## config.mk

```make
export PLATFORM = sky130hd
export DESIGN_NAME = tsmac_fifo_rx_ckli_flat
export DESIGN_NICKNAME = d
export VERILOG_FILES = /design/src/rtl/tsmac_fifo_rx_ckli_if.sv /design/src/rtl/tsmac_fifo_rx_ckli.sv /design/src/flat_wrapper.sv
export SDC_FILE = /design/constraint.sdc
export NUM_CORES = 1
export LEC_CHECK = 0
export ABC_CLOCK_PERIOD_IN_PS = 5340
export BUFFER_PORTS_ARGS = -buffer_cell sky130_fd_sc_hd__buf_2
export CORE_MARGIN = 8
export CORE_UTILIZATION = 65
export CTS_CLUSTER_SIZE = 24
export DETAILED_ROUTE_END_ITERATION = 10
export PLACE_DENSITY = 0.82
export SYNTH_ARGS = -nofsm -noshare
export SYNTH_HDL_FRONTEND = slang
export SYNTH_SLANG_ARGS = --single-unit
```

## constraint.sdc

```tcl
create_clock -name clk -period 5.34 [get_ports clk]
set_input_delay 0.267 -clock clk [delete_from_list [all_inputs] [get_ports clk]]
set_output_delay 0.267 -clock clk [all_outputs]
set_load 0.1 [all_outputs]
```

## src/rtl/tsmac_fifo_rx_ckli_if.sv

```systemverilog
// Handshake bundle for the RX FIFO: write request/data in, read request in,
// read data and the four occupancy flags out.
interface tsmac_fifo_rx_ckli_if #(
    parameter int DATA_WIDTH = 10
);
    logic [DATA_WIDTH-1:0] wr_data;
    logic                  wr_en;
    logic                  wr_full;
    logic                  almost_full;
    logic [DATA_WIDTH-1:0] rd_data;
    logic                  rd_en;
    logic                  rd_empty;
    logic                  almost_empty;

    modport master (
        output wr_data, wr_en, rd_en,
        input  wr_full, almost_full, rd_data, rd_empty, almost_empty
    );

    modport slave (
        input  wr_data, wr_en, rd_en,
        output wr_full, almost_full, rd_data, rd_empty, almost_empty
    );
endinterface

```

## src/rtl/tsmac_fifo_rx_ckli.sv

```systemverilog
// Single-clock RX FIFO with registered full/empty/almost flags and a
// one-cycle read latency straight out of the storage array.
module tsmac_fifo_rx_ckli #(
    parameter int DATA_WIDTH       = 10,
    parameter int ADDR_WIDTH       = 5,
    parameter int ALMOST_FULL_NUM  = 31,
    parameter int ALMOST_EMPTY_NUM = 4
) (
    input  logic                   clk,
    input  logic                   rst_n,
    tsmac_fifo_rx_ckli_if.slave    bus
);

    localparam int DEPTH = 1 << ADDR_WIDTH;

    typedef logic [ADDR_WIDTH:0] ptr_t;

    logic [DATA_WIDTH-1:0] mem_q [DEPTH];

    ptr_t                  wr_ptr_q, wr_ptr_d;
    ptr_t                  rd_ptr_q, rd_ptr_d;
    ptr_t                  occ_d;
    logic [DATA_WIDTH-1:0] rd_data_q, rd_data_d;
    logic                  wr_full_q, wr_full_d;
    logic                  almost_full_q, almost_full_d;
    logic                  rd_empty_q, rd_empty_d;
    logic                  almost_empty_q, almost_empty_d;
    logic                  wr_fire;
    logic                  rd_fire;

    // Flags are computed from the post-edge pointers so they reflect the
    // occupancy the FIFO will hold after this edge.
    always_comb begin
        wr_fire        = bus.wr_en && !wr_full_q;
        rd_fire        = bus.rd_en && !rd_empty_q;
        wr_ptr_d       = wr_ptr_q + ptr_t'(wr_fire);
        rd_ptr_d       = rd_ptr_q + ptr_t'(rd_fire);
        occ_d          = wr_ptr_d - rd_ptr_d;
        rd_data_d      = rd_fire ? mem_q[rd_ptr_q[ADDR_WIDTH-1:0]] : rd_data_q;
        wr_full_d      = (int'(occ_d) == DEPTH);
        rd_empty_d     = (int'(occ_d) == 0);
        almost_full_d  = (int'(occ_d) >= ALMOST_FULL_NUM);
        almost_empty_d = (int'(occ_d) <= ALMOST_EMPTY_NUM);
    end

    // Storage is not reset; the pointers alone define what is valid.
    always_ff @(posedge clk) begin
        if (wr_fire) begin
            mem_q[wr_ptr_q[ADDR_WIDTH-1:0]] <= bus.wr_data;
        end
    end

    always_ff @(posedge clk or negedge rst_n) begin
        if (!rst_n) begin
            wr_ptr_q       <= '0;
            rd_ptr_q       <= '0;
            rd_data_q      <= '0;
            wr_full_q      <= 1'b0;
            almost_full_q  <= 1'b0;
            rd_empty_q     <= 1'b1;
            almost_empty_q <= 1'b1;
        end else begin
            wr_ptr_q       <= wr_ptr_d;
            rd_ptr_q       <= rd_ptr_d;
            rd_data_q      <= rd_data_d;
            wr_full_q      <= wr_full_d;
            almost_full_q  <= almost_full_d;
            rd_empty_q     <= rd_empty_d;
            almost_empty_q <= almost_empty_d;
        end
    end

    assign bus.rd_data      = rd_data_q;
    assign bus.wr_full      = wr_full_q;
    assign bus.almost_full  = almost_full_q;
    assign bus.rd_empty     = rd_empty_q;
    assign bus.almost_empty = almost_empty_q;

endmodule

```

## src/flat_wrapper.sv

```systemverilog
// flat-port wrapper written by rule: the top's interface ports become plain ports
module tsmac_fifo_rx_ckli_flat 
#(
    parameter int DATA_WIDTH       = 10,
    parameter int ADDR_WIDTH       = 5,
    parameter int ALMOST_FULL_NUM  = 31,
    parameter int ALMOST_EMPTY_NUM = 4
)
  (clk, rst_n, bus_wr_data, bus_wr_en, bus_rd_en, bus_wr_full, bus_almost_full, bus_rd_data, bus_rd_empty, bus_almost_empty);
  tsmac_fifo_rx_ckli_if #(.DATA_WIDTH(DATA_WIDTH)) bus_i ();
  input  logic clk;
  input  logic rst_n;
  input wire logic [$bits(bus_i.wr_data)-1:0] bus_wr_data;
  input wire logic [$bits(bus_i.wr_en)-1:0] bus_wr_en;
  input wire logic [$bits(bus_i.rd_en)-1:0] bus_rd_en;
  output wire logic [$bits(bus_i.wr_full)-1:0] bus_wr_full;
  output wire logic [$bits(bus_i.almost_full)-1:0] bus_almost_full;
  output wire logic [$bits(bus_i.rd_data)-1:0] bus_rd_data;
  output wire logic [$bits(bus_i.rd_empty)-1:0] bus_rd_empty;
  output wire logic [$bits(bus_i.almost_empty)-1:0] bus_almost_empty;
  assign bus_i.wr_data = bus_wr_data;
  assign bus_i.wr_en = bus_wr_en;
  assign bus_i.rd_en = bus_rd_en;
  assign bus_wr_full = bus_i.wr_full;
  assign bus_almost_full = bus_i.almost_full;
  assign bus_rd_data = bus_i.rd_data;
  assign bus_rd_empty = bus_i.rd_empty;
  assign bus_almost_empty = bus_i.almost_empty;
  tsmac_fifo_rx_ckli #(.DATA_WIDTH(DATA_WIDTH), .ADDR_WIDTH(ADDR_WIDTH), .ALMOST_FULL_NUM(ALMOST_FULL_NUM), .ALMOST_EMPTY_NUM(ALMOST_EMPTY_NUM)) u_core (.clk(clk), .rst_n(rst_n), .bus(bus_i));
endmodule
```

==> out/results.ini <==
[finish]
multiInputGateArea_sq_um = 3231
instances_no_fill = 1063
antennaDiodeCount = 0
ff_latch_area_sq_um = 10270
fin_nets = 790
drive_above_1_share_pct = 17.64
fill_cells = 1217
finalInstanceArea_sq_um = 15120
areaGrowthSynthToFinish_pct = 10.15

[sta]
timing.final.crit_share_pct = 63.41
setup_viol = 0
max_freq_mhz = 295.3
tightestPinTransition_ns = 1.133
skew_ns = 0.01437
slew_violations = 0
totalNegativeSetupSlack_ns = 0
fin_ws_ns = 1.954
relSlewSlack_pct = 24.18
rsz0062_at_grt = no
min_period_ns = 3.386
final_hold_viol_count = 0

[global_routing]
track_usage_pct = 22.67
grt.overflow.total = 0
grt_pass1_vias = 7351
grt_max_degree = 93
antenna_found_initial = 0
grt_pass1_wl_um = 43790

[critical_path]
cp_num_buf_inv = 1
cp_common_cell = ha_1
crit_cells = 11
crit_slowest_cell = nand2b_1
end_kind = flip-flop
crit_family = simple AND/OR/NAND/NOR gates
r2r_cells = 11
cp_max_fo = 13
path_cells = nand2b_1 -> inv_1 -> ha_1 -> nand2_1 -> xor2_1 -> ha_1 -> or2_2 -> o311ai_0 -> o2bb2ai_1 -> xnor3_1 -> and3b_1
path_class = reg2reg
r2r-start = u_core.bus.rd_empty$_DFF_PN1_
worstSetupStartpointType = flip-flop
startpoint = u_core.bus.rd_empty$_DFF_PN1_
max_stage_delay_ns = 0.55
critPathArrivalTime_ns = 3.83
cp.required_ns = 5.78

[synthesis]
synthArstFlopShare_pct = 7.514
synth.most_common_cell = edfxtp_1
synthFlopType = edfxtp_1
synth-edff-count = 320
syn_area_per_cell_sq_um = 18.65
yosysTopAreaCellShare_pct = 70.01
synth.net_count = 760
yosysUniqueCellTypes = 43
synth_top_cell_by_area = edfxtp_1
synthTopCellsByArea = edfxtp_1 70%, mux2i_1 6.6%, mux4_2 6.2%, dfrtp_1 4.4%, a22oi_1 2.0%
yosys_warnings = 0
syn_inst = 736
ys_ff_latch = 346
yosysSeqAreaShare_pct = 74.77
mappedNetlistArea_sq_um = 13730
ys_top_cells_by_count = 320 x edfxtp_1, 90 x mux2i_1, 43 x nor2_1

[pwr]
comb_power_share_pct = 32.8
switchingPower_mw = 2.941
switching_share_pct = 34.46
intPower_mw = 5.594
ir_worst_vdd_v = 0.0006880
p_leak_nw = 5.176
power_per_cell_area_nw_per_um2 = 564.5
power.total_mw = 8.534
p_clk_share_pct = 26.0
pwr-share-seq_pct = 41.2

[die]
rows = 53
dieArea_sq_um = 26020
ios = 28
core_area_sq_um = 20890
die_width_um = 161.3
die_height_um = 161.3
initial_utilization_pct = 65.71

[routing]
vias = 6997
drtIter0Drc = 718
routed_via_density = 6.582
antenna_left = 0
drtPass1Iterations = 5
wl_per_cell_um = 27.20
wl_um = 28910
drc = 0

[place]
gp_congestion = 0.8845
portBuffers = 27
placed_cell_area_sq_um = 14070
dp.cells = 1004
placement.setup.worst_slack_ns = 2.083
dpl.hpwl_um = 16940

[clock_tree]
htree_levels = 2
cts_tree = built
cts_made_buffers = 34
post_cts_buffers = 0
cts_buffer_depth = 3
worstSkewPairLatency_ns = 0.51
ctsResizeCount = 0
cts_num_sinks = 346
clkTransAtPathRegs_ns = 0.06
cts-root-buf = clkbuf_16

[status]
status = complete, no violations

[job]
cap_viol_max_count = 0

[hold_path]
hold-path-cell-count = 1
hold_path_startpoint = bus_wr_data[4]
hp-class = in2reg

[path summary, 6_finish.rpt]
check / to / slack [ns]
min in group asynchronous: u_core.bus.wr_full$_DFF_PN0_ / 0.32
worst max-delay path: u_core.bus.wr_full$_DFF_PN0_ / 1.95
worst min-delay path: u_core.mem_q[8][4]$_DFFE_PP_ / 0.29
max in group asynchronous: u_core.rd_ptr_q[0]$_DFF_PN0_ / 4.53
worst min register to register: u_core.rd_ptr_q[5]$_DFF_PN0_ / 0.51
worst max register to register: u_core.bus.wr_full$_DFF_PN0_ / 1.95
[cell families (layout without fill, tap and decap cells)]
kind of cell | count (synthesis) | after routing | share of synthesized area (%)
AOI/OAI and AO/OA | 66 | 66 | 3.738
buffers and inverters | 48 | 100 | 1.696
DFF | 346 | 346 | 74.77
and+or+nand+nor | 112 | 112 | 4.002
xor gates and xnor gates | 14 | 14 | 1.048
adders and majority gates | 10 | 10 | 0.9663
muxes | 140 | 140 | 13.78
[final cells by class]
class,instances,area share (%)
multi-input cells,342,21.37
clock inverters,11,0.3062
flip-flops and latches,346,67.91
clock buffers,47,6.571
repair buffers,35,1.390
inverters,7,0.1738
well taps,275,2.276
[placed cells by master, fill, tap and decap left out, drive strengths merged, types with 2 or more instances in the layout]
cell / Yosys / routed
a21oi: 3 / 3
a221o: 2 / 2
a221oi: 2 / 2
a22o: 2 / 2
a22oi: 36 / 36
a32oi: 10 / 10
and3: 3 / 3
buf: 21 / 34
clkbuf: 20 / 47
clkinv: 0 / 11
dfrtp: 24 / 24
dfstp: 2 / 2
edfxtp: 320 / 320
ha: 9 / 9
inv: 7 / 7
mux2: 12 / 12
mux2i: 90 / 90
mux4: 38 / 38
nand2: 20 / 20
nand2b: 2 / 2
nand3: 23 / 23
nand3b: 5 / 5
nand4: 4 / 4
nor2: 43 / 43
nor2b: 4 / 4
o211ai: 8 / 8
or3b: 3 / 3
xnor2: 6 / 6
xor2: 7 / 7
[sequential cells by signal, summed over array words and instances, names as in the netlist]
name,cells
u_core.bus.rd_data,10
u_core.bus.almost_empty,1
u_core.bus.rd_empty,1
u_core.bus.wr_full,1
u_core.bus.almost_full,1
u_core.wr_ptr_q,6
u_core.rd_ptr_q,6
u_core.mem_q,320
[routing by layer]
metal	global-route usage (%)	vias up	routed length, um
li1	-	3004	-
met1	28.31	3575	10840
met2	37.87	338	14610
met3	4.938	80	2411
met4	9.933	0	1047
met5	0	-	0
[power groups by stage]
stage	combinational, mW	sequential (mW)	clock (mW)
after global placement	2.68	3.55	0
after floorplan	1.93	3.69	0
after global routing	3.00	3.55	2.33
after detailed placement	2.76	3.57	0
final	2.80	3.52	2.22
after CTS	2.79	3.52	2.24
[per-stage QoR]
| step | hold WS, ns | util [%] |
|---|---|---|
| 6_report | 0.2888 | 72.38 |
| 5_1_grt | 0.2981 | 72.38 |
| 4_1_cts | 0.2784 | 72.38 |
| 3_5_place_dp | 0.3118 | 67.35 |
| 3_3_place_gp | 0.3045 | 67.35 |
| 2_1_floorplan | -0.02859 | - |
[repair_timing]
| item | CTS | global route |
|---|---|---|
| endpoints found under the setup margin | 0 | 0 |
| endpoints found under the hold margin | 24 | 0 |
| hold buffers | 1 | 0 |
(Power assumes the default switching activity.)
